==> config.mk <==
export PLATFORM = sky130hd
export DESIGN_NAME = hazard_controller_flat
export DESIGN_NICKNAME = d
export VERILOG_FILES = /design/src/rtl/hazard_controller_if.sv /design/src/rtl/hazard_controller.sv /design/src/flat_wrapper.sv
export SDC_FILE = /design/constraint.sdc
export NUM_CORES = 1
export LEC_CHECK = 0
export ABC_AREA = 0
export ABC_CLOCK_PERIOD_IN_PS = 5200
export CAP_MARGIN = 20
export CORE_UTILIZATION = 30
export CTS_CLUSTER_DIAMETER = 200
export CTS_CLUSTER_SIZE = 30
export DETAILED_ROUTE_END_ITERATION = 12
export PLACE_DENSITY_LB_ADDON = 0.2
export REMOVE_ABC_BUFFERS = 1
export SYNTH_ARGS = -nofsm -noshare
export SYNTH_HDL_FRONTEND = slang
export SYNTH_SLANG_ARGS = --single-unit
==> constraint.sdc <==
create_clock -name clk -period 5.2 [get_ports clk]
set_input_delay 0.52 -clock clk [delete_from_list [all_inputs] [get_ports clk]]
set_output_delay 0.52 -clock clk [all_outputs]
set_load 0.005 [all_outputs]
==> src/rtl/hazard_controller_if.sv <==
// Interface bundle for hazard_controller: pipeline state in, stall/flush/forward/counters out.
// The master drives the pipeline-state inputs; the slave (the controller) drives the rest.
interface hazard_controller_if #(
  parameter int CNT_W = 32
);
  logic [4:0]       Rs1D, Rs2D, Rs1E, Rs2E, RdE, RdM, RdW;
  logic             MemReadEnE, PCSF, RegWriteEnM, MemBusyM, RegWriteEnW;
  logic             StallF, StallD, StallE, StallM;
  logic             FlushD, FlushE, FlushW;
  logic [1:0]       ForwardAE, ForwardBE;
  logic             MemErr;
  logic [CNT_W-1:0] StallCnt, FlushCnt;

  modport master (
    output Rs1D, Rs2D, Rs1E, Rs2E, RdE, RdM, RdW,
    output MemReadEnE, PCSF, RegWriteEnM, MemBusyM, RegWriteEnW,
    input  StallF, StallD, StallE, StallM, FlushD, FlushE, FlushW,
    input  ForwardAE, ForwardBE, MemErr, StallCnt, FlushCnt
  );

  modport slave (
    input  Rs1D, Rs2D, Rs1E, Rs2E, RdE, RdM, RdW,
    input  MemReadEnE, PCSF, RegWriteEnM, MemBusyM, RegWriteEnW,
    output StallF, StallD, StallE, StallM, FlushD, FlushE, FlushW,
    output ForwardAE, ForwardBE, MemErr, StallCnt, FlushCnt
  );
endinterface

==> src/rtl/hazard_controller.sv <==
// Hazard/sequencing unit for the 5-stage RV64 pipeline: forwarding, load-use stall,
// branch flush, data-memory wait FSM with timeout/sticky error, saturating perf counters.
module hazard_controller #(
  parameter int MEM_TIMEOUT = 64,
  parameter int CNT_W       = 32
) (
  input  logic               clk,
  input  logic               rst,
  hazard_controller_if.slave bus
);

  localparam int               WAIT_W   = $clog2(MEM_TIMEOUT + 1);
  localparam logic [WAIT_W-1:0] WAIT_ONE = WAIT_W'(1);
  localparam logic [WAIT_W-1:0] WAIT_LAST = WAIT_W'(MEM_TIMEOUT - 1);
  localparam logic [CNT_W-1:0]  CNT_ONE  = CNT_W'(1);

  typedef enum logic [1:0] {
    ST_RUN      = 2'd0,
    ST_MEM_WAIT = 2'd1,
    ST_MEM_ERR  = 2'd2
  } state_t;

  state_t            r_state;
  logic [WAIT_W-1:0] r_wait_cnt;
  logic              r_mem_err;
  logic [CNT_W-1:0]  r_stall_cnt;
  logic [CNT_W-1:0]  r_flush_cnt;

  logic w_load_use;
  logic w_stall_all;
  logic w_stall_fd;
  logic w_flush_d;
  logic w_flush_e;

  // Producer in M is younger than the one in W, so it wins; x0 is never forwarded.
  function automatic logic [1:0] fwd_sel(
    input logic [4:0] rs,
    input logic [4:0] rd_m,
    input logic       we_m,
    input logic [4:0] rd_w,
    input logic       we_w
  );
    if (we_m && (rd_m != 5'd0) && (rd_m == rs))      return 2'b10;
    else if (we_w && (rd_w != 5'd0) && (rd_w == rs)) return 2'b01;
    else                                             return 2'b00;
  endfunction

  assign bus.ForwardAE = fwd_sel(bus.Rs1E, bus.RdM, bus.RegWriteEnM, bus.RdW, bus.RegWriteEnW);
  assign bus.ForwardBE = fwd_sel(bus.Rs2E, bus.RdM, bus.RegWriteEnM, bus.RdW, bus.RegWriteEnW);

  assign w_load_use = bus.MemReadEnE && (bus.RdE != 5'd0) &&
                      ((bus.RdE == bus.Rs1D) || (bus.RdE == bus.Rs2D));

  // RUN and a MEM_WAIT cycle whose memory has just become ready behave identically,
  // so only the error state and MemBusyM need to be distinguished here.
  always_comb begin
    // NOTE: every output of this block gets a default first so no latch is inferred.
    w_stall_all = 1'b0;
    w_stall_fd  = 1'b0;
    w_flush_d   = 1'b0;
    w_flush_e   = 1'b0;
    if (!rst) begin
      if ((r_state == ST_MEM_ERR) || bus.MemBusyM) begin
        w_stall_all = 1'b1;
      end else if (w_load_use) begin
        w_stall_fd = 1'b1;
        w_flush_e  = 1'b1;
      end else if (bus.PCSF) begin
        w_flush_d = 1'b1;
      end
    end
  end

  assign bus.StallF = w_stall_all | w_stall_fd;
  assign bus.StallD = w_stall_all | w_stall_fd;
  assign bus.StallE = w_stall_all;
  assign bus.StallM = w_stall_all;
  assign bus.FlushW = w_stall_all;
  assign bus.FlushD = w_flush_d;
  assign bus.FlushE = w_flush_e;

  assign bus.MemErr   = r_mem_err;
  assign bus.StallCnt = r_stall_cnt;
  assign bus.FlushCnt = r_flush_cnt;

  // NOTE: sequential state uses non-blocking assignments so every register samples pre-edge values.
  always_ff @(posedge clk or posedge rst) begin
    if (rst) begin
      r_state     <= ST_RUN;
      r_wait_cnt  <= '0;
      r_mem_err   <= 1'b0;
      r_stall_cnt <= '0;
      r_flush_cnt <= '0;
    end else begin
      unique case (r_state)
        ST_RUN: begin
          if (bus.MemBusyM) begin
            r_state    <= ST_MEM_WAIT;
            r_wait_cnt <= WAIT_ONE;
          end
        end
        ST_MEM_WAIT: begin
          if (bus.MemBusyM) begin
            r_wait_cnt <= r_wait_cnt + WAIT_ONE;
            // The incremented count reaching MEM_TIMEOUT means the budget is spent.
            if (r_wait_cnt == WAIT_LAST) begin
              r_state   <= ST_MEM_ERR;
              r_mem_err <= 1'b1;
            end
          end else begin
            r_state    <= ST_RUN;
            r_wait_cnt <= '0;
          end
        end
        ST_MEM_ERR: begin
          r_mem_err <= 1'b1;
        end
        default: begin
          r_state    <= ST_RUN;
          r_wait_cnt <= '0;
        end
      endcase

      if (bus.StallF && (r_stall_cnt != '1)) r_stall_cnt <= r_stall_cnt + CNT_ONE;
      if ((w_flush_d || w_flush_e) && (r_flush_cnt != '1)) r_flush_cnt <= r_flush_cnt + CNT_ONE;
    end
  end

endmodule

==> src/flat_wrapper.sv <==
// flat-port wrapper written by rule: the top's interface ports become plain ports
module hazard_controller_flat 
#(
  parameter int MEM_TIMEOUT = 64,
  parameter int CNT_W       = 32
)
  (clk, rst, bus_Rs1D, bus_Rs2D, bus_Rs1E, bus_Rs2E, bus_RdE, bus_RdM, bus_RdW, bus_MemReadEnE, bus_PCSF, bus_RegWriteEnM, bus_MemBusyM, bus_RegWriteEnW, bus_StallF, bus_StallD, bus_StallE, bus_StallM, bus_FlushD, bus_FlushE, bus_FlushW, bus_ForwardAE, bus_ForwardBE, bus_MemErr, bus_StallCnt, bus_FlushCnt);
  hazard_controller_if #(.CNT_W(CNT_W)) bus_i ();
  input  logic clk;
  input  logic rst;
  input wire logic [$bits(bus_i.Rs1D)-1:0] bus_Rs1D;
  input wire logic [$bits(bus_i.Rs2D)-1:0] bus_Rs2D;
  input wire logic [$bits(bus_i.Rs1E)-1:0] bus_Rs1E;
  input wire logic [$bits(bus_i.Rs2E)-1:0] bus_Rs2E;
  input wire logic [$bits(bus_i.RdE)-1:0] bus_RdE;
  input wire logic [$bits(bus_i.RdM)-1:0] bus_RdM;
  input wire logic [$bits(bus_i.RdW)-1:0] bus_RdW;
  input wire logic [$bits(bus_i.MemReadEnE)-1:0] bus_MemReadEnE;
  input wire logic [$bits(bus_i.PCSF)-1:0] bus_PCSF;
  input wire logic [$bits(bus_i.RegWriteEnM)-1:0] bus_RegWriteEnM;
  input wire logic [$bits(bus_i.MemBusyM)-1:0] bus_MemBusyM;
  input wire logic [$bits(bus_i.RegWriteEnW)-1:0] bus_RegWriteEnW;
  output wire logic [$bits(bus_i.StallF)-1:0] bus_StallF;
  output wire logic [$bits(bus_i.StallD)-1:0] bus_StallD;
  output wire logic [$bits(bus_i.StallE)-1:0] bus_StallE;
  output wire logic [$bits(bus_i.StallM)-1:0] bus_StallM;
  output wire logic [$bits(bus_i.FlushD)-1:0] bus_FlushD;
  output wire logic [$bits(bus_i.FlushE)-1:0] bus_FlushE;
  output wire logic [$bits(bus_i.FlushW)-1:0] bus_FlushW;
  output wire logic [$bits(bus_i.ForwardAE)-1:0] bus_ForwardAE;
  output wire logic [$bits(bus_i.ForwardBE)-1:0] bus_ForwardBE;
  output wire logic [$bits(bus_i.MemErr)-1:0] bus_MemErr;
  output wire logic [$bits(bus_i.StallCnt)-1:0] bus_StallCnt;
  output wire logic [$bits(bus_i.FlushCnt)-1:0] bus_FlushCnt;
  assign bus_i.Rs1D = bus_Rs1D;
  assign bus_i.Rs2D = bus_Rs2D;
  assign bus_i.Rs1E = bus_Rs1E;
  assign bus_i.Rs2E = bus_Rs2E;
  assign bus_i.RdE = bus_RdE;
  assign bus_i.RdM = bus_RdM;
  assign bus_i.RdW = bus_RdW;
  assign bus_i.MemReadEnE = bus_MemReadEnE;
  assign bus_i.PCSF = bus_PCSF;
  assign bus_i.RegWriteEnM = bus_RegWriteEnM;
  assign bus_i.MemBusyM = bus_MemBusyM;
  assign bus_i.RegWriteEnW = bus_RegWriteEnW;
  assign bus_StallF = bus_i.StallF;
  assign bus_StallD = bus_i.StallD;
  assign bus_StallE = bus_i.StallE;
  assign bus_StallM = bus_i.StallM;
  assign bus_FlushD = bus_i.FlushD;
  assign bus_FlushE = bus_i.FlushE;
  assign bus_FlushW = bus_i.FlushW;
  assign bus_ForwardAE = bus_i.ForwardAE;
  assign bus_ForwardBE = bus_i.ForwardBE;
  assign bus_MemErr = bus_i.MemErr;
  assign bus_StallCnt = bus_i.StallCnt;
  assign bus_FlushCnt = bus_i.FlushCnt;
  hazard_controller #(.MEM_TIMEOUT(MEM_TIMEOUT), .CNT_W(CNT_W)) u_core (.clk(clk), .rst(rst), .bus(bus_i));
endmodule
==> results.md <==
Yosys:
- By area, the combinational part of the netlist is dominated by simple AND/OR/NAND/NOR gates.
- The number of synthesis warnings is 0.
- The post-synthesis adder-cell area fraction is 0.928%.
- Sorting the synthesized cells by area gives the leading types as sky130_fd_sc_hd__dfrtp_1, sky130_fd_sc_hd__xnor2_1, sky130_fd_sc_hd__xor2_1.
- sky130_fd_sc_hd__dfrtp_1 takes more of the synthesized area than any other cell.
- The portion of synthesized area spent on multiplexers is 0.804%.
- The number of instances in the synthesized netlist is 400.
- Summed over its instances, the top area cell type makes up 45.8% of the synthesized netlist area.
- The sequential cell area fraction in the yosys report is 45.8%.
- The synthesized netlist devotes 2.78% of its cell area to compound gates.
- The register bit total from synthesis is 74.
- The number of different library cells used by synthesis comes to 42.
- The synthesized netlist occupies a cell area of 4040 um2.
- The synthesized netlist devotes 25.9% of its cell area to simple gates.
- The xor and xnor fraction of the mapped netlist area is 21.0%.
- After synthesis, the mean cell area works out to 10.1 um2.

Routing:
- The amount of wire on met2 after detailed routing is 4590 um.
- After detailed routing, the number of remaining DRC violations is 0.
- The routed length on met3 is 540 um.
- The top layer used by detailed routing is met4.
- The wire length on met1 is 4970 um.
- Using the TritonRoute via totals, the vias-per-cell ratio works out to 4.90.
- Dividing the detail-routed wire length by the instance count gives 14.8 um.
- Once detail routing completed, the nets flagged for antenna violations numbered 0.
- In this run, the number of DRC markers left after iteration 0 of detailed routing was 181.
- The pre-antenna-repair detailed-routing pass consisted of 4 iterations.
- The aggregate routed wire length is 10300 um.
- The via total after detailed routing is 3411.

Min path:
- The number of stages on the worst hold path is 1.
- The tightest min-delay check is of the register to register type.

Die:
- Measured along the x axis, the die boundary spans 118 um.
- The number of top-level pins is 118.
- Row generation in the floorplan step produced 42 rows.
- The starting utilization of the core area is 30.7%.
- The die is 118 um tall.
- The core region area is 13200 um2.
- The die area is 13900 um2.

Clock tree:
- The count of hold-fix buffers inserted at cts is 0.
- The clock tree root buffer cell is sky130_fd_sc_hd__clkbuf_16.
- The clock network latency to the later pin of the worst-skew pair is 0.33 ns.
- TritonCTS built the clock tree.
- In this run the deepest clock path goes through 2 buffers.
- The number of resized instances in the post-cts repair step is 0.
- The post-CTS setup buffer count is 0.
- The register clock-pin slew on the reported worst setup and hold paths is 0.05 ns.
- The number of clock sinks is 74.
- The H-tree generated during clock tree synthesis spans 3 levels.
- The number of buffers created by CTS is 9.

Critical path:
- Of all nets on the critical path, the largest fanout is 21.
- The kind of cell with the highest combined delay along the critical path is buffers and inverters.
- STA classifies the critical path startpoint as an input port.
- The sort of element at the end of the critical path is an output port.
- The cell type with the highest occurrence count on the critical path is sky130_fd_sc_hd__clkdlybuf4s50_1.
- The combined buffer and inverter count along the critical path is 3.
- The slowest cell on the critical path is sky130_fd_sc_hd__or4_1.
- The type of the worst setup path is input port to output port.
- The arrival time of data at the critical path endpoint is 3.41 ns.
- The signal on the critical path passes through clkdlybuf4s50_1 > or4_1 > o21a_1 > and2_1 > a21oi_2 > inv_2 > clkdlybuf4s50_1.
- The number of cells on the critical path is 7.
- STA puts the critical path data required time at 4.68 ns.
- The number of cells on the worst reg-to-reg path is 5.
- The delay of the slowest cell on the worst path is 0.56 ns.

Cells and area:
- The fraction of layout instances using a drive strength above 1 is 4.62%.
- The footprint of the flip-flops and latches is 1850 um2.
- The number of nets in the finished design is 560.
- The area growth from synthesis to layout is 39.9%.
- 0 antenna diodes ended up in the layout.
- The area of the multi-input gates is 2080 um2.
- Counting the fill cells in the layout gives 1310.
- Leaving out filler cells and counting taps, the final layout contains 696.
- The area of all placed cells without fillers is 5660 um2.
- Cells fill 42.9% of the core in the end.

Timing:
- The normalized max-slew margin is 33.1%.
- After layout, the worst setup slack is 1.27 ns.
- Setup repair after global routing left no endpoint under its margin.
- Across the routed clock network, the largest skew measured is 0.00657 ns.
- The final cycle utilization of the critical path is 75.5%.
- The max-slew violation count was 0.
- The final setup violation count is 0.
- The count of endpoints failing hold in the final timing report is 0.
- For this run, the top clock speed supported by timing is 255 MHz.
- The transition time at the pin with the least slew margin is 1.00 ns.
- For the final routed database, the setup TNS stands at 0 ns.
- The worst path in the final design needs a cycle of 3.93 ns, including I/O delays and setup.

Place:
- In this run the cell area measured after placement is 5350 um2.
- The worst slack after detailed placement is 1.26 ns.
- Summed over all nets, the half-perimeter wirelength after detailed placement is 7290 um.
- Including well taps, the total number of placed cells is 679.
- The weighted congestion reported at the end of routability-driven placement is 0.807.
- The number of I/O port buffers is 117.

Flow run:
- The max-capacitance violation count is 0.

Power:
- Power spread over the standard cell area amounts to 286 nW/um2.
- In this run the static leakage power is 2.29 nW.
- The maximum vdd drop is 0.219 mV.

GRT:
- The global-route usage over all layers is 15.5%.
- The initial antenna violation count is 0.
- The first global-routing pass estimated 17400 um of wire.
- Entering global routing, the biggest net connects 75 pins.
- The number of global-route vias before repair was 3426.
- The global-route congestion overflow total is 0.

Status:
- The run finished with clean final reports.
==> registers in the layout, summed over array words and instances, names as in the netlist <==
| name | cells |
|---|---|
| u_core.bus.StallCnt | 32 |
| u_core.bus.MemErr | 1 |
| u_core.bus.FlushCnt | 32 |
| u_core.r_state | 2 |
| u_core.r_wait_cnt | 7 |
==> report_power, final <==
group | switching [mW] | internal (mW) | total [mW]
sequential | 0.0644 | 0.623 | 0.687
clock | 0.225 | 0.397 | 0.622
combinational | 0.138 | 0.168 | 0.307
==> cells by family (layout without fill, tap and decap cells) <==
kind of cell / Yosys count / after routing
compound gates: 16 / 16
xor+xnor: 97 / 97
fa+ha+maj: 3 / 3
buf+inv: 21 / 141
flops: 74 / 74
mux: 3 / 3
simple gates: 186 / 186
==> per-layer routing <==
metal / GRT usage [%] / vias to the layer above
li1: - / 1663
met1: 21.5 / 1647
met2: 22.7 / 89
met3: 4.17 / 12
met4: 6.65 / 0
met5: 0 / -
==> cells in the final DEF, fill, tap and decap left out, drive strengths merged, types with 3 or more instances in the layout <==
cell           count
clkdlybuf4s50    117
dfrtp             74
xnor2             55
nand4             42
xor2              42
nand3             27
nand2             24
nor2              23
and3              14
clkbuf            14
and4              13
nor3              13
and2               8
nor4               7
o22ai              6
inv                6
or4                5
o21ai              3
nand3b             3
ha                 3
or2                3
==> layout make-up <==
| class | instances | share of cell area [%] |
|---|---|---|
| timing repair buffer | 119 | 20.9 |
| sequential | 74 | 32.7 |
| tap | 176 | 3.89 |
| inverter | 6 | 0.398 |
| clock inverter | 2 | 0.619 |
| clock buffer | 14 | 4.67 |
| multi-input combinational | 305 | 36.8 |
==> Yosys cell counts <==
cell,number
sky130_fd_sc_hd__nor3b_1,1
sky130_fd_sc_hd__dfrtp_1,74
sky130_fd_sc_hd__o2111ai_2,1
sky130_fd_sc_hd__nand4_1,42
sky130_fd_sc_hd__buf_2,3
sky130_fd_sc_hd__nand3_1,27
sky130_fd_sc_hd__inv_2,1
sky130_fd_sc_hd__ha_1,3
sky130_fd_sc_hd__and2_0,1
sky130_fd_sc_hd__xor2_1,42
sky130_fd_sc_hd__xnor2_1,55
sky130_fd_sc_hd__nand3b_1,3
sky130_fd_sc_hd__and2_1,7
sky130_fd_sc_hd__nor2_1,23
sky130_fd_sc_hd__nand2_1,23
sky130_fd_sc_hd__o21bai_1,1
sky130_fd_sc_hd__o21a_1,1
sky130_fd_sc_hd__buf_8,1
sky130_fd_sc_hd__a21oi_2,1
sky130_fd_sc_hd__and4_1,13
sky130_fd_sc_hd__mux2i_1,1
sky130_fd_sc_hd__or2_1,1
sky130_fd_sc_hd__nand2b_1,1
sky130_fd_sc_hd__nor3_1,12
sky130_fd_sc_hd__and3_1,14
sky130_fd_sc_hd__o22ai_1,6
sky130_fd_sc_hd__nor2b_1,2
sky130_fd_sc_hd__nor3_2,1
sky130_fd_sc_hd__buf_6,1
sky130_fd_sc_hd__mux2_1,1
sky130_fd_sc_hd__nand2_2,1
sky130_fd_sc_hd__a211oi_1,1
sky130_fd_sc_hd__nor4_1,7
sky130_fd_sc_hd__o221ai_1,1
sky130_fd_sc_hd__a21oi_1,1
sky130_fd_sc_hd__clkbuf_1,7
sky130_fd_sc_hd__o21ai_0,3
sky130_fd_sc_hd__buf_4,3
sky130_fd_sc_hd__inv_1,5
sky130_fd_sc_hd__or4_1,5
sky130_fd_sc_hd__mux2_2,1
sky130_fd_sc_hd__or2_2,2
==> path summary, 6_finish.rpt <==
kind	startpoint	end	slack, ns
hold / removal	u_core.bus.MemErr$_DFFE_PP0P_	u_core.bus.MemErr$_DFFE_PP0P_	0.48
max in group asynchronous	rst	u_core.bus.StallCnt[18]$_DFFE_PP0P_	3.72
setup / recovery	bus_RdE[0]	bus_StallD	1.27
setup reg to reg	u_core.bus.StallCnt[0]$_DFFE_PP0P_	u_core.bus.StallCnt[1]$_DFFE_PP0P_	2.70
hold reg to reg	u_core.bus.MemErr$_DFFE_PP0P_	u_core.bus.MemErr$_DFFE_PP0P_	0.48
min in group asynchronous	rst	u_core.bus.MemErr$_DFFE_PP0P_	0.88
==> metrics by stage <==
stage	power (mW)	hold slack (ns)
floorplan	0.813	0.465
global placement	1.00	0.455
detailed placement	1.01	0.466
CTS	1.64	0.478
global route	1.70	0.501
finish	1.62	0.479
No activity file was read; power rests on OpenSTA's default activity.
